### src/rtl/adder_sum_accumulator_if.sv
// Stream bundle for the adder result accumulator: sample input stream plus block-total output stream.
interface adder_sum_accumulator_if #(
    parameter int WIDTH = 8,
    parameter int ACC_W = 11
);
    logic             in_valid;
    logic             in_ready;
    logic [WIDTH-1:0] sum_in;
    logic             carry_in;
    logic             out_valid;
    logic             out_ready;
    logic [ACC_W-1:0] acc_out;
    logic             overflow;

    modport master (
        output in_valid, sum_in, carry_in, out_ready,
        input  in_ready, out_valid, acc_out, overflow
    );

    modport slave (
        input  in_valid, sum_in, carry_in, out_ready,
        output in_ready, out_valid, acc_out, overflow
    );
endinterface

### src/rtl/adder_sum_accumulator.sv
// Accumulates COUNT {carry, sum} adder results per block and holds the total until accepted.
// Define ADDER_SUM_ACC_SAT_EN to clamp the accumulator on overflow instead of wrapping.
//
// state    | meaning
// ---------+-------------------------------------------------------------
// ST_ACCUM | accepting samples, acc/cnt advance on each transfer
// ST_HOLD  | block total presented on acc_out, waiting for out_ready
module adder_sum_accumulator #(
    parameter int WIDTH = 8,
    parameter int COUNT = 4,
    parameter int ACC_W = 11
) (
    input  logic                   clk,
    input  logic                   rst_n,
    input  logic                   clear,
    adder_sum_accumulator_if.slave bus
);
    localparam int CNT_W = (COUNT > 1) ? $clog2(COUNT) : 1;
    localparam int SUM_W = ACC_W + 1;
    localparam logic [CNT_W-1:0] CNT_LAST = CNT_W'(COUNT - 1);

    typedef enum logic {
        ST_ACCUM = 1'b0,
        ST_HOLD  = 1'b1
    } state_t;

    state_t           state;
    logic [ACC_W-1:0] acc;
    logic [CNT_W-1:0] cnt;
    logic             ovf;
    logic             out_vld;

    logic [WIDTH:0]   sample;
    logic [SUM_W-1:0] sum_ext;
    logic             carry;
    logic [ACC_W-1:0] acc_nxt;

    assign sample  = {bus.carry_in, bus.sum_in};
    assign sum_ext = {1'b0, acc} + SUM_W'(sample);
    assign carry   = sum_ext[ACC_W];

`ifdef ADDER_SUM_ACC_SAT_EN
    // Once clamped, stay at full scale for the remainder of the block.
    assign acc_nxt = (carry || ovf) ? '1 : sum_ext[ACC_W-1:0];
`else
    assign acc_nxt = sum_ext[ACC_W-1:0];
`endif

    always_ff @(posedge clk or negedge rst_n) begin
        if (!rst_n) begin
            state   <= ST_ACCUM;
            acc     <= '0;
            cnt     <= '0;
            ovf     <= 1'b0;
            out_vld <= 1'b0;
        end else if (clear) begin
            state   <= ST_ACCUM;
            acc     <= '0;
            cnt     <= '0;
            ovf     <= 1'b0;
            out_vld <= 1'b0;
        end else begin
            case (state)
                ST_ACCUM: begin
                    if (bus.in_valid) begin
                        acc <= acc_nxt;
                        ovf <= ovf | carry;
                        if (cnt == CNT_LAST) begin
                            cnt     <= '0;
                            out_vld <= 1'b1;
                            state   <= ST_HOLD;
                        end else begin
                            cnt <= cnt + 1'b1;
                        end
                    end
                end
                ST_HOLD: begin
                    if (bus.out_ready) begin
                        acc     <= '0;
                        cnt     <= '0;
                        ovf     <= 1'b0;
                        out_vld <= 1'b0;
                        state   <= ST_ACCUM;
                    end
                end
                default: state <= ST_ACCUM;
            endcase
        end
    end

    // Every output comes straight from a register or the state bit.
    assign bus.in_ready  = (state == ST_ACCUM);
    assign bus.out_valid = out_vld;
    assign bus.acc_out   = acc;
    assign bus.overflow  = ovf;
endmodule

### src/flat_wrapper.sv
// flat-port wrapper written by rule: the top's interface ports become plain ports
module adder_sum_accumulator_flat 
#(
    parameter int WIDTH = 8,
    parameter int COUNT = 4,
    parameter int ACC_W = 11
)
  (clk, rst_n, clear, bus_in_valid, bus_sum_in, bus_carry_in, bus_out_ready, bus_in_ready, bus_out_valid, bus_acc_out, bus_overflow);
  adder_sum_accumulator_if #(.WIDTH(WIDTH), .ACC_W(ACC_W)) bus_i ();
  input  logic clk;
  input  logic rst_n;
  input  logic clear;
  input wire logic [$bits(bus_i.in_valid)-1:0] bus_in_valid;
  input wire logic [$bits(bus_i.sum_in)-1:0] bus_sum_in;
  input wire logic [$bits(bus_i.carry_in)-1:0] bus_carry_in;
  input wire logic [$bits(bus_i.out_ready)-1:0] bus_out_ready;
  output wire logic [$bits(bus_i.in_ready)-1:0] bus_in_ready;
  output wire logic [$bits(bus_i.out_valid)-1:0] bus_out_valid;
  output wire logic [$bits(bus_i.acc_out)-1:0] bus_acc_out;
  output wire logic [$bits(bus_i.overflow)-1:0] bus_overflow;
  assign bus_i.in_valid = bus_in_valid;
  assign bus_i.sum_in = bus_sum_in;
  assign bus_i.carry_in = bus_carry_in;
  assign bus_i.out_ready = bus_out_ready;
  assign bus_in_ready = bus_i.in_ready;
  assign bus_out_valid = bus_i.out_valid;
  assign bus_acc_out = bus_i.acc_out;
  assign bus_overflow = bus_i.overflow;
  adder_sum_accumulator #(.WIDTH(WIDTH), .COUNT(COUNT), .ACC_W(ACC_W)) u_core (.clk(clk), .rst_n(rst_n), .clear(clear), .bus(bus_i));
endmodule
### config.mk
export PLATFORM = sky130hd
export DESIGN_NAME = adder_sum_accumulator_flat
export DESIGN_NICKNAME = d
export VERILOG_FILES = /design/src/rtl/adder_sum_accumulator_if.sv /design/src/rtl/adder_sum_accumulator.sv /design/src/flat_wrapper.sv
export SDC_FILE = /design/constraint.sdc
export NUM_CORES = 1
export LEC_CHECK = 0
export ABC_AREA = 1
export CAP_MARGIN = 5
export CORE_MARGIN = 4
export CORE_UTILIZATION = 50
export DETAILED_ROUTE_END_ITERATION = 12
export PLACE_DENSITY_LB_ADDON = 0.1
export SLEW_MARGIN = 20
export SYNTH_ARGS = -nofsm -noshare
export SYNTH_HDL_FRONTEND = slang
export SYNTH_SLANG_ARGS = --single-unit
### constraint.sdc
create_clock -name clk -period 4.3 [get_ports clk]
set_input_delay 1.075 -clock clk [delete_from_list [all_inputs] [get_ports clk]]
set_output_delay 1.075 -clock clk [all_outputs]
set_load 0.03 [all_outputs]
**Word-level counts from Yosys, hierarchy flattened**

Index checks and enable logic that the tools add are counted.

- Bits of input ports: 14
- Output and inout port bits: 14
- Logic and storage cells: 37
- Flip-flop bits (word level): 16

- Bitwise operators: 2
- Equal/unequal tests: 4
- Reductions and logical operators: 2
- $add $sub $neg: 2
- Muxes and demuxes: 22

Operators by type and width:

| operator | number |
|---|---|
| $mux W11 | 3 |
| $pmux W11 S2 | 1 |
| $add A11 B9 Y12 | 1 |
| $mux W1 | 10 |
| $mux W2 | 4 |
| $ne A3 B3 Y1 const B | 2 |
| $pmux W1 S2 | 3 |
| $pmux W2 S2 | 1 |
| $ne A3 B2 Y1 const B | 1 |
| $reduce_and A3 Y1 | 1 |
| $add A2 B1 Y2 const B | 1 |
| $eq A2 B2 Y1 const B | 1 |
| $reduce_and A2 Y1 | 1 |
| $not A1 Y1 | 1 |
| $or A1 B1 Y1 | 1 |

**Depth between registers and ports, before layout**

- Word-level depth: 5
- Gate-level depth with buffers: 10
- Depth with buffers taken out: 10

**Least setup slack after synthesis**

Ideal clock, no wire load.

- Kind: input to register
- Start: input bus_sum_in[0]
- End: register u_core.acc[6], in the netlist u_core.bus.acc_out[6]
- Arrival: 2,241 ps
- Slack: 1,994 ps
- Stages on the path: 9
- Required time: 4,235 ps
- Setup time: 65 ps
- Path buffers: 0
- Cell sequence: ha_1 -> fa_1 -> nand3_1 -> nand3_1 -> nand2_1 -> nand2_1 -> a21oi_1 -> o21ai_1 -> nand2_1

- Word-level cells in the longest chain between the ends: 4

RTL lines:

| item | line | source |
|---|---|---|
| start, declared | flat_wrapper.sv:14 | `input wire logic [$bits(bus_i.sum_in)-1:0] bus_sum_in;` |
| $add A11 B9 Y12 | adder_sum_accumulator.sv:39 | `assign sum_ext = {1'b0, acc} + SUM_W'(sample);` |
| $mux W11 | adder_sum_accumulator.sv:65 | `if (bus.in_valid) begin` |
| $pmux W11 S2 | adder_sum_accumulator.sv:63 | `case (state)` |
| $mux W11 | adder_sum_accumulator.sv:56 | `end else if (clear) begin` |
| end signal, assigned | adder_sum_accumulator.sv:66 | `acc <= acc_nxt;` |
| end, declared | adder_sum_accumulator.sv:28 | `logic [ACC_W-1:0] acc;` |

No other way between the ends. The select of a mux whose other input is x is not followed.
A chain may end at the register's enable or synchronous reset.

**Worst setup path in the final report**

Same ends and word-level chain as after synthesis.

==> results.cfg <==
[worst_setup_path]
cp-endpoint = u_core.bus.acc_out[6]
critPathKind = input pin to register
crit_start = bus_sum_in[0]
critPathCaptureType = register
crit_chain = clkdlybuf4s50_1 > ha_1 > fa_1 > nand3_1 > nand3_1 > nand2_1 > nand2_1 > a21oi_1 > o21ai_1 > nand2_1
start_kind = input pin
critPathMaxStageDelay_ns = 0.44
arrival_ns = 2.81
cpMostUsedCell = nand2_1
r2r_slack_ns = 2.47
slowest_stage = fa_1
r2r_start = u_core.bus.acc_out[0]
worstPathRequired_ns = 4.53
path_max_fanout = 3
worst_r2r_endpoint = u_core.bus.acc_out[6]
r2r_cells = 9

[sta]
fin_ws_ns = 1.72
final-setup-viol-count = 0
hold_viol_final = 0
relSlewSlack_pct = 49.8
finalSetupTns_ns = 0
fin_hold_ws_ns = 0.508
finClkSkew_ns = 0.00180
rsz0062_at_grt = no
slew_violations = 0
worst_pin_slew_ns = 0.751
fmax_ghz = 0.388
fin_crit_sh_pct = 60.0
fin_crit_ns = 2.58

[floorplanning]
core-area_um2 = 2210
dieArea_um2 = 3170
io_pins = 28
dieWidth_um = 56.3
start_util_pct = 52.7
num_rows = 17
chipHeight_um = 56.3

[run_status]
status = finished, final reports clean

[logic_synthesis]
synth_nets = 181
post_synth.cell_area_avg_um2 = 7.47
synth_area_um2 = 1160
syn_inst = 156
synth_cell_types = 21
yosys_warnings = 0
ys_seq_area_share_pct = 34.4
ys_ff_latch = 16

[placement]
port_buffers = 27
place_congestion = 0.904
placed_cells = 210
dp_slack_ns = 1.43
dp_hpwl_um = 2060

[grt]
grt_max_degree = 17
grt_pass1_wl_um = 4840
antenna_found_initial = 0
overflow = 0
track_usage_pct = 18.8
grt_pass1_vias = 1141

[finish]
drive_above_1_share_pct = 7.57
filler_cell_count = 202
fin_cells = 213
regArea_um2 = 400
area_growth_pct = 27.2
nets = 212
multi_input_area_um2 = 697
antenna-diode-count = 0

[routing]
dr_total_vias = 1103
ant_nets = 0
wire_per_inst_um = 12.4
firstDrtPassIters = 4
drc_errors = 0
drtIter0Drc = 19
drt-total-wl_um = 2640
vias_per_cell = 5.18

[clock_network]
cts-resized-gates = 0
ctsHtreeMaxLevel = 1
cts_tree = built
clock_sinks = 16
postCtsSetupBuffers = 0
clk-insertion-delay-late_ns = 0.29
cts_hold_buffers = 0
clock_path_buffers = 2
cts_buffers = 3
cts_root_buf = clkbuf_4
path_clk_slew_ns = 0.10

[hold_path]
hold_depth = 2
hp-class = register to register

[pwr]
irDropWorstVdd_uv = 213
power.density_nw_per_um2 = 377
p_leak_nw = 0.741

[job]
drv_cap = 0
-- final cells by class --
type | count | area share [%]
well taps | 28 | 2.36
inverters | 15 | 3.80
clock buffers | 3 | 1.52
repair buffers | 27 | 18.2
multi-input cells | 124 | 47.0
flip-flops and latches | 16 | 27.0
-- metrics by stage --
step           instance area, µm²  utilization [%]  power [mW]
4_1_cts                      1480             67.0       0.564
2_1_floorplan                1160                -       0.389
5_1_grt                      1480             67.0       0.603
3_5_place_dp                 1460             66.0       0.478
3_3_place_gp                 1460             66.0       0.472
6_report                     1480             67.0       0.559
-- worst min path at each step --
stage                                from               endpoint
finish               u_core.bus.out_valid   u_core.bus.out_valid
global route        u_core.bus.acc_out[4]  u_core.bus.acc_out[4]
CTS                  u_core.bus.out_valid   u_core.bus.out_valid
detailed placement   u_core.bus.out_valid   u_core.bus.out_valid
global placement      u_core.bus.overflow    u_core.bus.overflow
floorplan                   u_core.cnt[1]          u_core.cnt[1]
-- Yosys cell counts --
cell / count / share of area [%]
o31ai_4: 1 / 1.8
nor2_1: 19 / 6.1
nor2_2: 1 / 0.54
xnor2_1: 3 / 2.3
nand3_1: 12 / 5.2
nand2_2: 1 / 0.54
nand3b_1: 2 / 1.3
buf_6: 1 / 0.97
dfrtp_1: 16 / 34
ha_1: 10 / 11
a22o_1: 3 / 2.3
o21ai_0: 2 / 0.86
nand2_1: 52 / 17
inv_1: 11 / 3.5
inv_2: 4 / 1.3
o21ai_1: 3 / 1.3
fa_1: 1 / 1.7
a21boi_0: 1 / 0.64
a31oi_1: 1 / 0.54
nor2_4: 4 / 3.9
a21oi_1: 8 / 3.4
-- power breakdown --
group | internal, mW | switching [mW] | total (mW) | leakage (nW)
registers | 0.174 | 0.0227 | 0.197 | 0.214
logic | 0.115 | 0.164 | 0.278 | 0.513
clock network | 0.0326 | 0.0511 | 0.0837 | 0.0138
total | 0.321 | 0.238 | 0.559 | 0.741
-- worst max-delay path: cells and delay by family --
family | cells | cell delay, ns
fa+ha+maj | 2 | 0.67
simple gates | 5 | 0.47
buf+inv | 1 | 0.40
compound gates | 2 | 0.21
-- registers in the layout, indices dropped and copies added, names as in the netlist --
name and cells:
u_core.bus.out_valid 1, u_core.bus.acc_out 11, u_core.bus.overflow 1, u_core.state 1, u_core.cnt 2
-- layer usage --
layer  GRT usage (%)  up-vias  wire (µm)
li1                -      565          -
met1            22.6      517       1180
met2            33.4       17       1320
met3            3.68        4        113
met4            6.10        0         24
met5               0        -          0
-- cell families (layout without fill, tap and decap cells) --
| logic type | after synthesis | in the layout | synth area share (%) |
|---|---|---|---|
| AND/OR/NAND/NOR | 91 | 91 | 34.3 |
| AO/OA/AOI/OAI | 19 | 19 | 10.8 |
| flip-flops | 16 | 16 | 34.4 |
| buffers and inverters | 16 | 45 | 5.80 |
| adder cells (fa/ha/maj) | 11 | 11 | 12.5 |
| XOR/XNOR | 3 | 3 | 2.26 |
-- cell usage in the layout, fill, tap and decap left out, types with 4 or more instances in the layout --
cell	Yosys	layout
clkdlybuf4s50_1	0	27
nand2_1	52	52
nor2_4	4	4
ha_1	10	10
inv_2	4	4
inv_1	11	11
a21oi_1	8	8
dfrtp_1	16	16
nor2_1	19	19
nand3_1	12	12
Note: power is estimated with default switching activity, not from simulation.
